**src/rtl/ula_serial_responder_pkg.sv**
```systemverilog
// Shared types and constants for the bit-serial ALU responder.
//   op_e    : operation code carried on the request channel
//   state_e : responder FSM state
//   FLAG_*  : bit positions inside the 4-bit {C,V,N,Z} flag vector
package ula_serial_responder_pkg;

  typedef enum logic [1:0] {
    OP_ADD = 2'b00,
    OP_SUB = 2'b01,
    OP_AND = 2'b10,
    OP_OR  = 2'b11
  } op_e;

  typedef enum logic [1:0] {
    IDLE = 2'b00,
    BUSY = 2'b01,
    DONE = 2'b10
  } state_e;

  localparam int unsigned FLAG_C   = 3;
  localparam int unsigned FLAG_V   = 2;
  localparam int unsigned FLAG_N   = 1;
  localparam int unsigned FLAG_Z   = 0;
  localparam int unsigned NumFlags = 4;

  // ADD/SUB go through the full adder and own the carry chain; AND/OR do not.
  function automatic logic is_arith(op_e op);
    return (op == OP_ADD) || (op == OP_SUB);
  endfunction

endpackage

```
**src/rtl/ula_serial_responder_if.sv**
```systemverilog
// Request/response channel bundle for ula_serial_responder.
//   master : operation issuer (drives request, consumes response)
//   slave  : the responder itself
//   req_*  : valid/ready request with op and two WIDTH-bit operands
//   rsp_*  : valid/ready response with WIDTH-bit result and {C,V,N,Z} flags
interface ula_serial_responder_if
  import ula_serial_responder_pkg::*;
#(
  parameter int unsigned WIDTH = 8
) ();

  logic                req_valid;
  logic                req_ready;
  op_e                 req_op;
  logic [WIDTH-1:0]    req_a;
  logic [WIDTH-1:0]    req_b;
  logic                rsp_valid;
  logic                rsp_ready;
  logic [WIDTH-1:0]    rsp_result;
  logic [NumFlags-1:0] rsp_flags;

  modport master (
    output req_valid, req_op, req_a, req_b, rsp_ready,
    input  req_ready, rsp_valid, rsp_result, rsp_flags
  );

  modport slave (
    input  req_valid, req_op, req_a, req_b, rsp_ready,
    output req_ready, rsp_valid, rsp_result, rsp_flags
  );

endinterface

```
**src/rtl/ula_serial_responder_bit_slice.sv**
```systemverilog
// One-bit combinational ALU slice.
//   a_i, b_i : operand bits (b_i already inverted by the caller for SUB)
//   cin_i    : carry in
//   op_i     : operation
//   r_o      : result bit
//   cout_o   : carry out (always 0 for AND/OR)
module ula_serial_responder_bit_slice
  import ula_serial_responder_pkg::*;
(
  input  logic a_i,
  input  logic b_i,
  input  logic cin_i,
  input  op_e  op_i,
  output logic r_o,
  output logic cout_o
);

  always_comb begin
    r_o    = 1'b0;
    cout_o = 1'b0;
    unique case (op_i)
      OP_ADD, OP_SUB: begin
        r_o    = a_i ^ b_i ^ cin_i;
        cout_o = (a_i & b_i) | (cin_i & (a_i ^ b_i));
      end
      OP_AND: r_o = a_i & b_i;
      OP_OR:  r_o = a_i | b_i;
      default: ;
    endcase
  end

endmodule

```
**src/rtl/ula_serial_responder.sv**
```systemverilog
// Bit-serial ALU responder: accepts one ADD/SUB/AND/OR request at a time, computes it one bit
// per clock LSB first through a single bit slice, then holds the result until it is taken.
//   clk   : rising-edge clock
//   rst_n : asynchronous active-low reset; drops any in-flight operation
//   bus   : slave side of the request/response channel
module ula_serial_responder
  import ula_serial_responder_pkg::*;
#(
  parameter int unsigned WIDTH = 8
) (
  input  logic                  clk,
  input  logic                  rst_n,
  ula_serial_responder_if.slave bus
);

  localparam int unsigned     CntW    = (WIDTH > 1) ? $clog2(WIDTH) : 1;
  localparam logic [CntW-1:0] LastCnt = CntW'(WIDTH - 1);

  state_e              state_q;
  op_e                 op_q;
  logic [WIDTH-1:0]    a_q;
  logic [WIDTH-1:0]    b_q;
  logic [WIDTH-1:0]    res_q;
  logic                carry_q;
  logic [CntW-1:0]     cnt_q;
  logic [NumFlags-1:0] flags_q;
  logic                req_ready_q;
  logic                rsp_valid_q;

  logic                slice_r;
  logic                slice_cout;
  logic                arith;
  logic [WIDTH-1:0]    res_d;
  logic [NumFlags-1:0] flags_d;

  // Operand shift registers present the current bit at index 0.
  ula_serial_responder_bit_slice u_slice (
    .a_i   (a_q[0]),
    .b_i   (b_q[0]),
    .cin_i (carry_q),
    .op_i  (op_q),
    .r_o   (slice_r),
    .cout_o(slice_cout)
  );

  // Flags only matter on the MSB step: carry_q then holds the carry into the MSB.
  always_comb begin
    arith           = is_arith(op_q);
    res_d           = {slice_r, res_q[WIDTH-1:1]};
    flags_d         = '0;
    flags_d[FLAG_C] = arith & slice_cout;
    flags_d[FLAG_V] = arith & (carry_q ^ slice_cout);
    flags_d[FLAG_N] = res_d[WIDTH-1];
    flags_d[FLAG_Z] = (res_d == '0);
  end

  always_ff @(posedge clk or negedge rst_n) begin
    if (!rst_n) begin
      state_q     <= IDLE;
      op_q        <= OP_ADD;
      a_q         <= '0;
      b_q         <= '0;
      res_q       <= '0;
      carry_q     <= 1'b0;
      cnt_q       <= '0;
      flags_q     <= '0;
      req_ready_q <= 1'b1;
      rsp_valid_q <= 1'b0;
    end else begin
      unique case (state_q)
        IDLE: begin
          if (bus.req_valid) begin
            op_q        <= bus.req_op;
            a_q         <= bus.req_a;
            // Subtraction is a + ~b + 1: invert b here and preset the carry.
            b_q         <= (bus.req_op == OP_SUB) ? ~bus.req_b : bus.req_b;
            carry_q     <= (bus.req_op == OP_SUB);
            cnt_q       <= '0;
            req_ready_q <= 1'b0;
            state_q     <= BUSY;
          end
        end
        BUSY: begin
          a_q   <= a_q >> 1;
          b_q   <= b_q >> 1;
          res_q <= res_d;
          if (arith) begin
            carry_q <= slice_cout;
          end
          cnt_q <= cnt_q + 1'b1;
          if (cnt_q == LastCnt) begin
            flags_q     <= flags_d;
            rsp_valid_q <= 1'b1;
            state_q     <= DONE;
          end
        end
        DONE: begin
          if (bus.rsp_ready) begin
            rsp_valid_q <= 1'b0;
            req_ready_q <= 1'b1;
            state_q     <= IDLE;
          end
        end
        default: begin
          rsp_valid_q <= 1'b0;
          req_ready_q <= 1'b1;
          state_q     <= IDLE;
        end
      endcase
    end
  end

  assign bus.req_ready  = req_ready_q;
  assign bus.rsp_valid  = rsp_valid_q;
  assign bus.rsp_result = res_q;
  assign bus.rsp_flags  = flags_q;

endmodule
```
**src/flat_wrapper.sv**
```systemverilog
// flat-port wrapper written by rule: the top's interface ports become plain ports
module ula_serial_responder_flat import ula_serial_responder_pkg::*;
#(
  parameter int unsigned WIDTH = 8
)
  (clk, rst_n, bus_req_valid, bus_req_op, bus_req_a, bus_req_b, bus_rsp_ready, bus_req_ready, bus_rsp_valid, bus_rsp_result, bus_rsp_flags);
  ula_serial_responder_if #(.WIDTH(WIDTH)) bus_i ();
  input  logic clk;
  input  logic rst_n;
  input wire logic [$bits(bus_i.req_valid)-1:0] bus_req_valid;
  input wire logic [$bits(bus_i.req_op)-1:0] bus_req_op;
  input wire logic [$bits(bus_i.req_a)-1:0] bus_req_a;
  input wire logic [$bits(bus_i.req_b)-1:0] bus_req_b;
  input wire logic [$bits(bus_i.rsp_ready)-1:0] bus_rsp_ready;
  output wire logic [$bits(bus_i.req_ready)-1:0] bus_req_ready;
  output wire logic [$bits(bus_i.rsp_valid)-1:0] bus_rsp_valid;
  output wire logic [$bits(bus_i.rsp_result)-1:0] bus_rsp_result;
  output wire logic [$bits(bus_i.rsp_flags)-1:0] bus_rsp_flags;
  assign bus_i.req_valid = bus_req_valid;
  assign bus_i.req_op = bus_req_op;
  assign bus_i.req_a = bus_req_a;
  assign bus_i.req_b = bus_req_b;
  assign bus_i.rsp_ready = bus_rsp_ready;
  assign bus_req_ready = bus_i.req_ready;
  assign bus_rsp_valid = bus_i.rsp_valid;
  assign bus_rsp_result = bus_i.rsp_result;
  assign bus_rsp_flags = bus_i.rsp_flags;
  ula_serial_responder #(.WIDTH(WIDTH)) u_core (.clk(clk), .rst_n(rst_n), .bus(bus_i));
endmodule
```
**config.mk**
```make
export PLATFORM = sky130hd
export DESIGN_NAME = ula_serial_responder_flat
export DESIGN_NICKNAME = d
export VERILOG_FILES = /design/src/rtl/ula_serial_responder_pkg.sv /design/src/rtl/ula_serial_responder_if.sv /design/src/rtl/ula_serial_responder_bit_slice.sv /design/src/rtl/ula_serial_responder.sv /design/src/flat_wrapper.sv
export SDC_FILE = /design/constraint.sdc
export NUM_CORES = 1
export LEC_CHECK = 0
export CORE_UTILIZATION = 50
export DETAILED_ROUTE_END_ITERATION = 16
export PLACE_DENSITY = 0.78
export SLEW_MARGIN = 20
export SYNTH_ARGS = -nofsm -noshare
export SYNTH_HDL_FRONTEND = slang
export SYNTH_SLANG_ARGS = --single-unit
```
**constraint.sdc**
```tcl
create_clock -name clk -period 2.5 [get_ports clk]
set_input_delay 0.25 -clock clk [delete_from_list [all_inputs] [get_ports clk]]
set_output_delay 0.25 -clock clk [all_outputs]
set_load 0.05 [all_outputs]
```
# --- Word level (Yosys, flattened, before mapping) ---
# Cells that the tools add are included.
word_totals:
  reg_bits: 38
  input_bits: 22
  out_inout_bits: 14
  elab_cells: 69
op_classes:
  add_sub_neg: 1
  eq_ne: 11
  muxes: 22
  n_bitwise: 12
  n_reduce_logical: 13
op_table:
  columns: ["cell", "count"]
  rows:
  - ["$pmux 8 s2", 2]
  - ["$mux 8", 3]
  - ["$reduce_and 3->1", 4]
  - ["$pmux 1 s3", 3]
  - ["$logic_not 8->1", 1]
  - ["$not 8->8", 1]
  - ["$mux 1", 7]
  - ["$eq 2x1->1 const B", 3]
  - ["$eq 2x2->1 const B", 3]
  - ["$mux 2", 3]
  - ["$pmux 2 s3", 1]
  - ["$pmux 3 s2", 1]
  - ["$reduce_and 2->1", 3]
  - ["$and 1x1->1", 4]
  - ["$logic_not 2->1", 2]
  - ["$ne 2x1->1 const B", 2]
  - ["$ne 2x2->1 const B", 2]
  - ["$add 3x1->3 const B", 1]
  - ["$eq 3x3->1 const B", 1]
  - ["$mux 3", 1]
  - ["$xor 1x1->1", 3]
  - ["$not 1->1", 2]
  - ["$or 1x1->1", 2]
  - ["$pmux 1 s2", 1]
  - ["3 further kinds", 3]

# --- Depth between registers and ports, before layout ---
depth:
  ltp_word: 6
  depth_mapped: 5
  depth_no_buf: 5

# --- Hierarchy ---
# Synthesis repeated with hierarchy kept, for this count alone.
hier_totals:
  cells_unflattened: 175
  area_unflattened_um2: 1783.0
by_module_without_submodules:
  columns: ["mod", "n_inst", "cells_per_inst", "area_each_um2", "seq_area_each_um2"]
  rows:
  - ["ula_serial_responder", 1, 164, 1700.4, 952.2]
  - ["ula_serial_responder_bit_slice", 1, 11, 82.6, 0.0]

# --- Least setup slack after synthesis ---
# Ideal clock, no wire load.
synth_timing:
  kind: "reg-to-reg"
  startpoint: "reg u_core.res_q[2] (netlist: u_core.bus.rsp_result[2])"
  endpoint: "reg u_core.flags_q[0] (netlist: u_core.bus.rsp_flags[0])"
  setup_time_ns: 0.067
  arrival_ns: 1.376
  required_time_ns: 2.433
  slack_ns: 1.057
  path_stages_with_launch: 4
  n_path_buf: 0
  period_less_slack_ns: 1.443
  path_cell_list: "dfrtp_1 or4_1 nor3_2 a22o_1"
synth_via:
  elab_chain_len: 1
synth_lines:
  columns: ["item", "line_no", "text"]
  rows:
  - ["start, declared", "ula_serial_responder.sv:23", "logic [WIDTH-1:0] res_q;"]
  - ["start signal, assigned", "ula_serial_responder.sv:86", "res_q <= res_d;"]
  - ["$logic_not 8->1", "ula_serial_responder.sv:54", "flags_d[FLAG_Z] = (res_d == '0);"]
  - ["end signal, assigned", "ula_serial_responder.sv:92", "flags_q <= flags_d;"]
  - ["end, declared", "ula_serial_responder.sv:26", "logic [NumFlags-1:0] flags_q;"]
# Every way passes these cells.
# A chain may end at the register's enable or synchronous reset.

# --- Worst setup path in the final report ---
layout_timing:
  startpoint: "reg u_core.req_ready_q (netlist: u_core.bus.req_ready)"
  endpoint: "out bus_req_ready"
layout_lines:
  columns: ["item", "line_no", "text"]
  rows:
  - ["start, declared", "ula_serial_responder.sv:27", "logic req_ready_q;"]
  - ["start signal, assigned", "ula_serial_responder.sv:67", "req_ready_q <= 1'b1;"]
  - ["start signal, assigned", "ula_serial_responder.sv:79", "req_ready_q <= 1'b0;"]
  - ["start signal, assigned", "ula_serial_responder.sv:100", "req_ready_q <= 1'b1;"]
  - ["end, declared", "flat_wrapper.sv:15", "output wire logic [$bits(bus_i.req_ready)-1:0] bus_req_ready;"]
# No word-level cell between the ends.

==> out/qor.csv <==
metric,value,unit
run_status,"finished, violations left",
violations,hold timing,
worstSetupPathType,register to output port,
cts_hold_buf,0,
post_cts_resized,0,
finClkSkew,0.00440,ns
cell_internal_pwr,1450,uW
p_seq_share,41.3,%
cp-start-kind,register,
rows,21,
hpwl,2.61,mm
drive_gt1_share,7.94,%
synth_cell_types,34,
clk_pin_slew_worst_paths,0.10,ns
p_leak,0.000979,uW
place.gp.congestion,0.770,
end_kind,output port,
antenna_found_initial,0,
vias,1399,
tns,0,ns
critPathMaxStageDelay,0.79,ns
cts_sinks,38,
dr.pass1.iters,4,
synth_fp_nets,205,
cts_setup_buffers,0,
wl,3.65,mm
fp.dieH,62.0,um
p_switching,1150,uW
wl_per_cell,14.0,um
final_common_cell,nand2_1,
cp.arrival,1.70,ns
placed_cell_area,2180,sq um
power_density,1170,nW/um^2
die_w,62.0,um
fin_nets,241,
ant_nets,0,
via_per_inst,5.38,
synth_area,1800,sq um
p_comb_share,47.4,%
min_period,1.95,ns
drv_slew,0,
drc,0,
clockRootBuffer,clkbuf_4,
max_freq,513,MHz
overflow,0,
cts_inserted_buffers,5,
critPathRequiredTime,2.25,ns
syn_area_per_cell,10.1,sq um
worst_pin_slew,0.827,ns
peakVddDrop,469,uV
synth_seq_cells,38,
h-tree-depth,2,
grt_pass1_wl,5.98,mm
diodes,0,
crit_family,buffers and inverters,
final_cell_mix,"50 x nand2_1, 37 x dfrtp_1, 34 x clkdlybuf4s50_1",
grt_max_degree,39,
port_buffers,35,
start_util,53.1,%
ys_seq_area_share,52.9,%
grt_pass1_vias,1317,
fin_area,2220,sq um
period_share,78.0,%
core,3390,sq um
crit_fanout,3,
yosysWarnings,0,
swShare,44.1,%
grtUsageTotal,22.1,%
num_io_pins,36,
slew-limit-headroom,44.9,%
setup_viol,0,
p_clk_share,11.4,%
dieArea,3840,sq um
timing.critical_path.slowest_stage_cell,clkdlybuf4s50_1,
clockBufferDepth,2,
hold_class,input port to async pin,
initialDrtViolationCount,63,
area_growth,23.3,%
max-cap-violations,0,
cts_tree,built,
crit_chain,clkdlybuf4s50_1,
insertion_delay,0.35,ns
synthCells,178,
holdWs,-0.0128,ns
path_buf_inv,1,
rsz0062_at_grt,no,
hold_viol_final,37,
==> registers in the layout (all words and copies together) (netlist names) <==
signal,flops
u_core.b_q,8
u_core.op_q,2
u_core.state_q,2
u_core.bus.rsp_flags,4
u_core.bus.req_ready,1
u_core.bus.rsp_result,8
u_core.a_q,8
u_core.cnt_q,3
u_core.bus.rsp_valid,1
u_core.carry_q,1
==> synth_stat cells <==
library cell	count	area, sq um
o221ai_1	7	61.3
nor2b_1	6	37.5
or4_1	1	7.51
o21bai_1	1	7.51
nor3_2	1	10.0
nand2b_1	1	6.26
o21bai_2	1	11.3
a31oi_1	1	6.26
a32o_1	1	10.0
buf_2	7	35.0
a21oi_1	3	15.0
ha_1	4	50.1
mux2_2	2	22.5
buf_6	1	11.3
a22o_1	3	26.3
or3_1	1	6.26
inv_1	4	15.0
o21ai_0	12	60.1
xor2_1	1	8.76
nand3b_4	1	20.0
fa_1	1	20.0
nor2_1	7	26.3
dfrtp_1	37	926
o31ai_1	1	7.51
or2_2	1	6.26
o22a_1	1	8.76
nand2_2	1	6.26
mux2i_1	2	20.0
a22oi_1	7	52.6
dfstp_2	1	26.3
clkbuf_1	1	3.75
xnor2_1	8	70.1
mux2_1	1	11.3
nand2_1	50	188
==> layout make-up <==
| type | count | area (sq um) |
|---|---|---|
| multi-input combinational | 127 | 783 |
| sequential | 38 | 952 |
| fill | 275 | 1170 |
| inverter | 4 | 15.0 |
| timing repair buffer | 38 | 368 |
| clock buffer | 7 | 45.0 |
| tap | 46 | 57.6 |
==> stage by stage <==
stage	total power [uW]	hold WS [ns]	setup WS [ns]	utilization (%)	std cells
after floorplan	1940	-0.0456	1.06	-	178
after global placement	2260	0.378	0.810	64.2	253
after detailed placement	2330	0.390	0.748	64.2	253
after CTS	2610	0.0153	0.540	65.5	260
after global routing	2800	0.0380	0.511	65.5	260
final	2600	-0.0128	0.550	65.5	260
==> worst paths after layout <==
| check | startpoint | to | slack (ns) | cells past startpoint |
|---|---|---|---|---|
| max in group asynchronous | rst_n | u_core.bus.rsp_result[4] | 2.00 | 1 |
| setup reg to reg | u_core.state_q[1] | u_core.op_q[1] | 0.80 | 3 |
| setup / recovery | u_core.bus.req_ready | bus_req_ready | 0.55 | 1 |
| hold / removal | rst_n | u_core.a_q[6] | -0.01 | 1 |
| min in group clk | u_core.bus.rsp_result[0] | u_core.bus.rsp_result[0] | 0.49 | 2 |
| hold reg to reg | u_core.bus.rsp_result[0] | u_core.bus.rsp_result[0] | 0.49 | 2 |
==> cells by family after synthesis <==
| group | synth area share, % |
|---|---|
| AO/OA/AOI/OAI | 14.8 |
| adder cells (fa/ha/maj) | 3.89 |
| multiplexers | 2.99 |
| buffers and inverters | 3.61 |
| AND/OR/NAND/NOR | 17.4 |
| flip-flops | 52.9 |
| XOR/XNOR | 4.38 |
==> metal layers <==
layer / part of all wire, % / vias up / wire length, um / track usage [%]
met1: 45 / 684 / 1660 / 29.4
li1: - / 673 / - / -
met3: 4.6 / 5 / 168 / 6.00
met5: 0 / - / 0 / 0
met2: 49 / 37 / 1770 / 35.0
met4: 1.3 / 0 / 48 / 7.62
==> power groups by stage <==
stage | registers, uW | logic (uW) | clock network, uW
after detailed placement | 1080 | 1240 | 0
after floorplan | 1320 | 620 | 0
final | 1070 | 1230 | 295
after global routing | 1110 | 1360 | 332
after CTS | 1070 | 1240 | 303
after global placement | 1070 | 1200 | 0
(Power assumes the default switching activity.)
